==> config.mk <==
export PLATFORM = sky130hd
export DESIGN_NAME = sp_ram_clr
export DESIGN_NICKNAME = d
export VERILOG_FILES = /design/src/rtl/sp_ram_pkg.sv /design/src/rtl/sp_ram_clr_seq.sv /design/src/rtl/sp_ram_clr.sv
export SDC_FILE = /design/constraint.sdc
export NUM_CORES = 1
export LEC_CHECK = 0
export BUFFER_PORTS_ARGS = -buffer_cell sky130_fd_sc_hd__buf_2
export CAP_MARGIN = 10
export CORE_ASPECT_RATIO = 0.7
export CORE_MARGIN = 5
export CORE_UTILIZATION = 46
export CTS_CLUSTER_DIAMETER = 200
export DETAILED_ROUTE_END_ITERATION = 10
export MAX_ROUTING_LAYER = met4
export SLEW_MARGIN = 40
export SYNTH_ARGS = -nofsm -noshare
export SYNTH_HDL_FRONTEND = slang
export SYNTH_SLANG_ARGS = --single-unit
==> constraint.sdc <==
create_clock -name clk -period 5.85 [get_ports clk]
set_clock_uncertainty 0.2 [all_clocks]
set_input_delay 0.2925 -clock clk [delete_from_list [all_inputs] [get_ports clk]]
set_output_delay 0.2925 -clock clk [all_outputs]
set_load 0.005 [all_outputs]
==> src/rtl/sp_ram_pkg.sv <==
// Shared types and default parameter values for the clearable single-port RAM.
package sp_ram_pkg;

    typedef enum logic {
        IDLE  = 1'b0,
        CLEAR = 1'b1
    } seq_state_e;

    localparam int DEF_DATA_W   = 8;
    localparam int DEF_ADDR_W   = 5;
    localparam int DEF_RDW_MODE = 0;
    localparam int DEF_OUT_REG  = 0;

endpackage

==> src/rtl/sp_ram_clr_seq.sv <==
// Clear sequencer: sweeps an up-counter over every address once per clear request.
//
//   state | meaning
//   IDLE  | normal access allowed, counter held at 0
//   CLEAR | one zero-write per cycle to o_cnt, busy asserted
module sp_ram_clr_seq
    import sp_ram_pkg::*;
#(
    parameter int ADDR_W = DEF_ADDR_W
) (
    input  logic              i_clk,
    input  logic              i_rst,
    input  logic              i_clr,
    output logic              o_busy,
    output logic [ADDR_W-1:0] o_cnt
);

    seq_state_e        r_state;
    seq_state_e        w_state_nxt;
    logic [ADDR_W-1:0] r_cnt;
    logic [ADDR_W-1:0] w_cnt_nxt;
    logic              r_busy;

    always_ff @(posedge i_clk or posedge i_rst) begin
        if (i_rst) begin
            r_state <= IDLE;
            r_cnt   <= '0;
            r_busy  <= 1'b0;
        end else begin
            r_state <= w_state_nxt;
            r_cnt   <= w_cnt_nxt;
            r_busy  <= (w_state_nxt == CLEAR);
        end
    end

    always_comb begin
        w_state_nxt = r_state;
        w_cnt_nxt   = r_cnt;
        case (r_state)
            IDLE: begin
                w_cnt_nxt = '0;
                if (i_clr) w_state_nxt = CLEAR;
            end
            CLEAR: begin
                // Wraps back to 0 on the last address, ready for the next sweep.
                w_cnt_nxt = r_cnt + 1'b1;
                if (r_cnt == {ADDR_W{1'b1}}) w_state_nxt = IDLE;
            end
            default: w_state_nxt = IDLE;
        endcase
    end

    assign o_busy = r_busy;
    assign o_cnt  = r_cnt;

endmodule

==> src/rtl/sp_ram_clr.sv <==
// Single-port RAM with byte-enabled writes, selectable read-during-write behaviour,
// optional output register and a full-array clear sweep.
module sp_ram_clr
    import sp_ram_pkg::*;
#(
    parameter int DATA_W   = DEF_DATA_W,
    parameter int ADDR_W   = DEF_ADDR_W,
    parameter int RDW_MODE = DEF_RDW_MODE,
    parameter int OUT_REG  = DEF_OUT_REG
) (
    input  logic                clk,
    input  logic                rst,
    input  logic                en,
    input  logic                we,
    input  logic [DATA_W/8-1:0] be,
    input  logic [ADDR_W-1:0]   addr,
    input  logic [DATA_W-1:0]   din,
    input  logic                clr,
    output logic [DATA_W-1:0]   dout,
    output logic                dout_valid,
    output logic                busy
);

    localparam int DEPTH = 2 ** ADDR_W;
    localparam int NB    = DATA_W / 8;

    logic [DATA_W-1:0] r_mem [DEPTH];
    logic [DATA_W-1:0] r_dout;
    logic              r_valid;

    logic              w_busy;
    logic [ADDR_W-1:0] w_clr_addr;
    logic              w_accept;
    logic [DATA_W-1:0] w_old;
    logic [DATA_W-1:0] w_merged;
    logic [DATA_W-1:0] w_rd;

    sp_ram_clr_seq #(
        .ADDR_W (ADDR_W)
    ) u_seq (
        .i_clk  (clk),
        .i_rst  (rst),
        .i_clr  (clr),
        .o_busy (w_busy),
        .o_cnt  (w_clr_addr)
    );

    // No access may slip into the array while reset is held.
    assign w_accept = en & ~w_busy & ~rst;
    assign w_old    = r_mem[addr];

    always_comb begin
        w_merged = w_old;
        for (int i = 0; i < NB; i++) begin
            if (be[i]) w_merged[8*i +: 8] = din[8*i +: 8];
        end
    end

    assign w_rd = (RDW_MODE == 1 && we) ? w_merged : w_old;

    always_ff @(posedge clk) begin
        if (w_busy) begin
            r_mem[w_clr_addr] <= '0;
        end else if (w_accept && we) begin
            r_mem[addr] <= w_merged;
        end
    end

    generate
        if (OUT_REG == 1) begin : g_out_reg
            logic [DATA_W-1:0] r_pipe;
            logic              r_pipe_vld;

            // Stage 1 is captured at accept time, so a sweep starting behind it cannot alter it.
            always_ff @(posedge clk or posedge rst) begin
                if (rst) begin
                    r_pipe     <= '0;
                    r_pipe_vld <= 1'b0;
                    r_dout     <= '0;
                    r_valid    <= 1'b0;
                end else begin
                    r_pipe_vld <= w_accept;
                    if (w_accept) r_pipe <= w_rd;
                    r_valid <= r_pipe_vld;
                    if (r_pipe_vld) r_dout <= r_pipe;
                end
            end
        end else begin : g_out_direct
            always_ff @(posedge clk or posedge rst) begin
                if (rst) begin
                    r_dout  <= '0;
                    r_valid <= 1'b0;
                end else begin
                    r_valid <= w_accept;
                    if (w_accept) r_dout <= w_rd;
                end
            end
        end
    endgenerate

    assign dout       = r_dout;
    assign dout_valid = r_valid;
    assign busy       = w_busy;

endmodule

==> qor_table.md <==
| Quantity | Value | Unit |
|:---|:---|:---|
| Design Power | 4.704 | mW |
| Clock latency on the worst-skew pair | 0.53 | ns |
| Synthesized instance count | 661 | - |
| Post-Synthesis Cell Area | 0.01112 | mm2 |
| Number of gates resized after cts | 0 | - |
| Post-route ant nets | 0 | - |
| Final count of pins violating max slew | 0 | - |
| Critical path origin | u_seq.r_state$_DFF_PP0_ | - |
| Total number of vias | 5973 | - |
| Setup violations, final | 0 | - |
| Detailed router's first-iteration violation count | 584 | - |
| Net count, final | 712 | - |
| Post-placement setup slack | 2.057 | ns |
| IO Port Bufs | 28 | - |
| Sequential Power Share | 52.4 | % |
| Worst relative slew slack | 42.98 | % |
| Area share of the largest cell type after synthesis | 69.12 | % |
| First-pass GRT wire length | 38560 | um |
| Synth cell types | 37 | - |
| Synth Register Bits | 271 | - |
| Leakage Power | 4.468 | nW |
| Setup fix buffers added after clock tree synthesis | 0 | - |
| DRT Pass-1 Iters | 5 | - |
| Clock tree from TritonCTS | built | - |
| Peak supply drop | 0.2207 | mV |
| Setup repair after global routing missed its margin | no | - |
| Max Buffers Root-to-Sink | 3 | - |
| CP required | 5.81 | ns |
| Number of standard cells in the final layout excluding fillers | 1028 | - |
| Time the worst path needs with I/O delays and setup | 3.477 | ns |
| Clk sinks | 271 | - |
| Clock-pin slew reported for the worst setup and hold paths after clock tree synthesis | 0.06 | ns |
| Global-route congestion overflow total | 0 | - |
| Max Fclk | 287.6 | MHz |
| Layout Area Growth over Synthesis | 11.31 | % |
| Drt wl/cell | 25.50 | um |
| Average via count per standard cell | 5.810 | - |
| Slack of the critical path | 2.373 | ns |
| Total global-route track usage | 19.40 | % |
| Number of antenna violations at the first check in global routing | 0 | - |
| Share of the clock period used by the worst path | 59.43 | % |
| Result of the run | complete, no violations | - |
| Total clock buffers created by CTS | 26 | - |
| Pin count of the biggest net entering global routing | 69 | - |
| Peak fanout along the critical path | 11 | - |
| Number of design rule violations left after detail routing | 0 | - |
| HPWL after DPL | 16870 | um |
| Fraction of power consumed by the clock network | 33.3 | % |
| Sum Neg Setup Slack | 0 | ns |
| Width of the die | 195.9 | um |
| Data arrival, critical path | 3.43 | ns |
| Number of levels in the clock H-tree | 1 | - |
| NetSw | 1.246 | mW |
| Critical path class | reg -> reg | - |
| Worst r2r src | u_seq.r_state$_DFF_PP0_ | - |
| Portion of the post-synthesis area used by sequential elements | 72.49 | % |
| Area of placed instances | 0.01150 | mm2 |
| Count of flip-flops with a built-in enable after synthesis | 256 | - |
| Share of total power in combinational logic | 14.3 | % |
| Die height | 140.1 | um |
| Number of warnings issued by yosys | 0 | - |
| Finished Cell Area | 0.01238 | mm2 |
| Syn Area/Cell | 16.83 | um2 |
| Main area contributors after synthesis | edfxtp_1, mux2i_1, a22oi_1 | - |
| Count of final hold-check violations | 0 | - |
| Std-Cell Rows | 47 | - |
| Number of antenna repair diodes | 0 | - |
| Utilization after layout | 52.24 | % |
| Share of cells above drive strength 1 | 17.75 | % |
| Pwr per Cell Area | 380.0 | mW/mm2 |
| Clock root buffer | clkbuf_16 | - |
| RePlAce Congestion | 0.9152 | - |
| Share of synthesized flip-flops with an asynchronous set or reset | 5.535 | % |
| Kind of end point of the critical path | flop | - |
| Slew at the pin closest to its max-slew limit | 0.8553 | ns |
| Post-placement cell count | 977 | - |
| Vias in the first global route | 5877 | - |
| Most frequently used flop master after synthesis | edfxtp_1 | - |
| Sw Share | 26.48 | % |
| Initial core utilization | 46.93 | % |
| Minimum hold slack | 0.2054 | ns |
| Core area | 0.02370 | mm2 |
| Startpoint type of the worst setup path | flop | - |
| Area of the die | 0.02744 | mm2 |
| WL final | 26210 | um |
| Top cell type by total area after synthesis | edfxtp_1 | - |
| Int Pwr | 3.459 | mW |
| Number of nets produced by synthesis | 682 | - |
| Total of max-cap violations | 0 | - |
| I/O pins | 29 | - |
| Tightest Hold Check Type | in -> async | - |
==> worst max-delay path: stages (launching register included) <==
cell and delay, ns:
dfrtp_1 0.48, nor3b_2 0.68, nand2_1 0.44, o32a_1 0.60
nor2_1 0.70
==> cell usage in the layout (no fill, tap or decap), types with 3 or more instances in the layout <==
master	count
a21oi_1	40
a22oi_1	56
a22oi_2	8
and2_1	4
buf_2	28
buf_4	6
clkbuf_1	5
clkbuf_16	26
clkinv_1	6
clkinv_2	6
dfrtp_1	15
dlygate4sd3_1	3
edfxtp_1	256
inv_1	12
mux2_2	9
mux2i_1	130
nand2_1	12
nand2b_1	4
nand3_1	3
nor2_1	18
nor2_2	14
nor4_2	8
o21a_1	4
o21a_2	5
o21ai_0	3
==> cell usage after synthesis (all sizes together), types with 8 or more instances <==
cell and count:
a21oi 41, dfrtp 15, mux2i 130, inv 12, nor2 33, buf 34, mux2 9, a22oi 64
nor4 8, nand2 12, edfxtp 256, o21a 9
==> registers in the layout, indices dropped and copies added (netlist names) <==
name	cells
dout	8
dout_valid	1
r_mem	256
u_seq.o_cnt	5
u_seq.r_state	1
==> logic make-up (layout without fill, tap and decap cells) <==
kind of cell,after synthesis,count (layout),share of synthesized area [%]
xor gates and xnor gates,2,2,0.1575
AOI/OAI and AO/OA,120,120,7.549
muxes,139,139,12.61
buffers and inverters,51,100,3.161
and+or+nand+nor,76,76,3.802
adders and majority gates,2,2,0.2250
DFF,271,271,72.49
==> cell type report <==
type,count,area [um2]
fill,1918,11320
sequential,271,8063
multi-input combinational,339,2776
clock buffer,33,696.9
tap,318,397.9
timing repair buffer,41,301.5
clock inverter,14,98.84
inverter,12,45.04
==> worst paths after layout <==
path,slack [ns],depth (start not counted),to
worst max-delay path,2.37,4,r_mem[9][1]$_DFFE_PP_
worst min-delay path,0.21,3,u_seq.o_cnt[0]$_DFF_PP0_
worst max register to register,2.37,4,r_mem[9][1]$_DFFE_PP_
worst min register to register,0.30,1,dout[2]$_DFFE_PP0N_
max in group asynchronous,4.86,3,dout[4]$_DFFE_PP0N_
min in group clk,0.30,1,dout[2]$_DFFE_PP0N_
==> power groups by stage <==
stage | combinational [mW] | sequential [mW] | clock, mW
final | 0.672 | 2.46 | 1.57
after global routing | 0.722 | 2.48 | 1.68
after CTS | 0.654 | 2.46 | 1.60
after detailed placement | 0.649 | 2.50 | 0
after global placement | 0.622 | 2.49 | 0
after floorplan | 0.417 | 2.46 | 0
==> per-layer routing <==
layer	routed length [um]	vias up	track usage [%]
met3	2103	50	3.649
met5	0	-	-
li1	-	2653	-
met2	10650	227	25.00
met1	12820	3043	31.44
met4	648	0	4.627
==> timing repair <==
| action | CTS | global route |
|---|---|---|
| hold endpoints to repair | 17 | 0 |
| endpoints found under the setup margin | 0 | 0 |
| hold buffers | 3 | 0 |
Power figures use the tool's default switching activity.
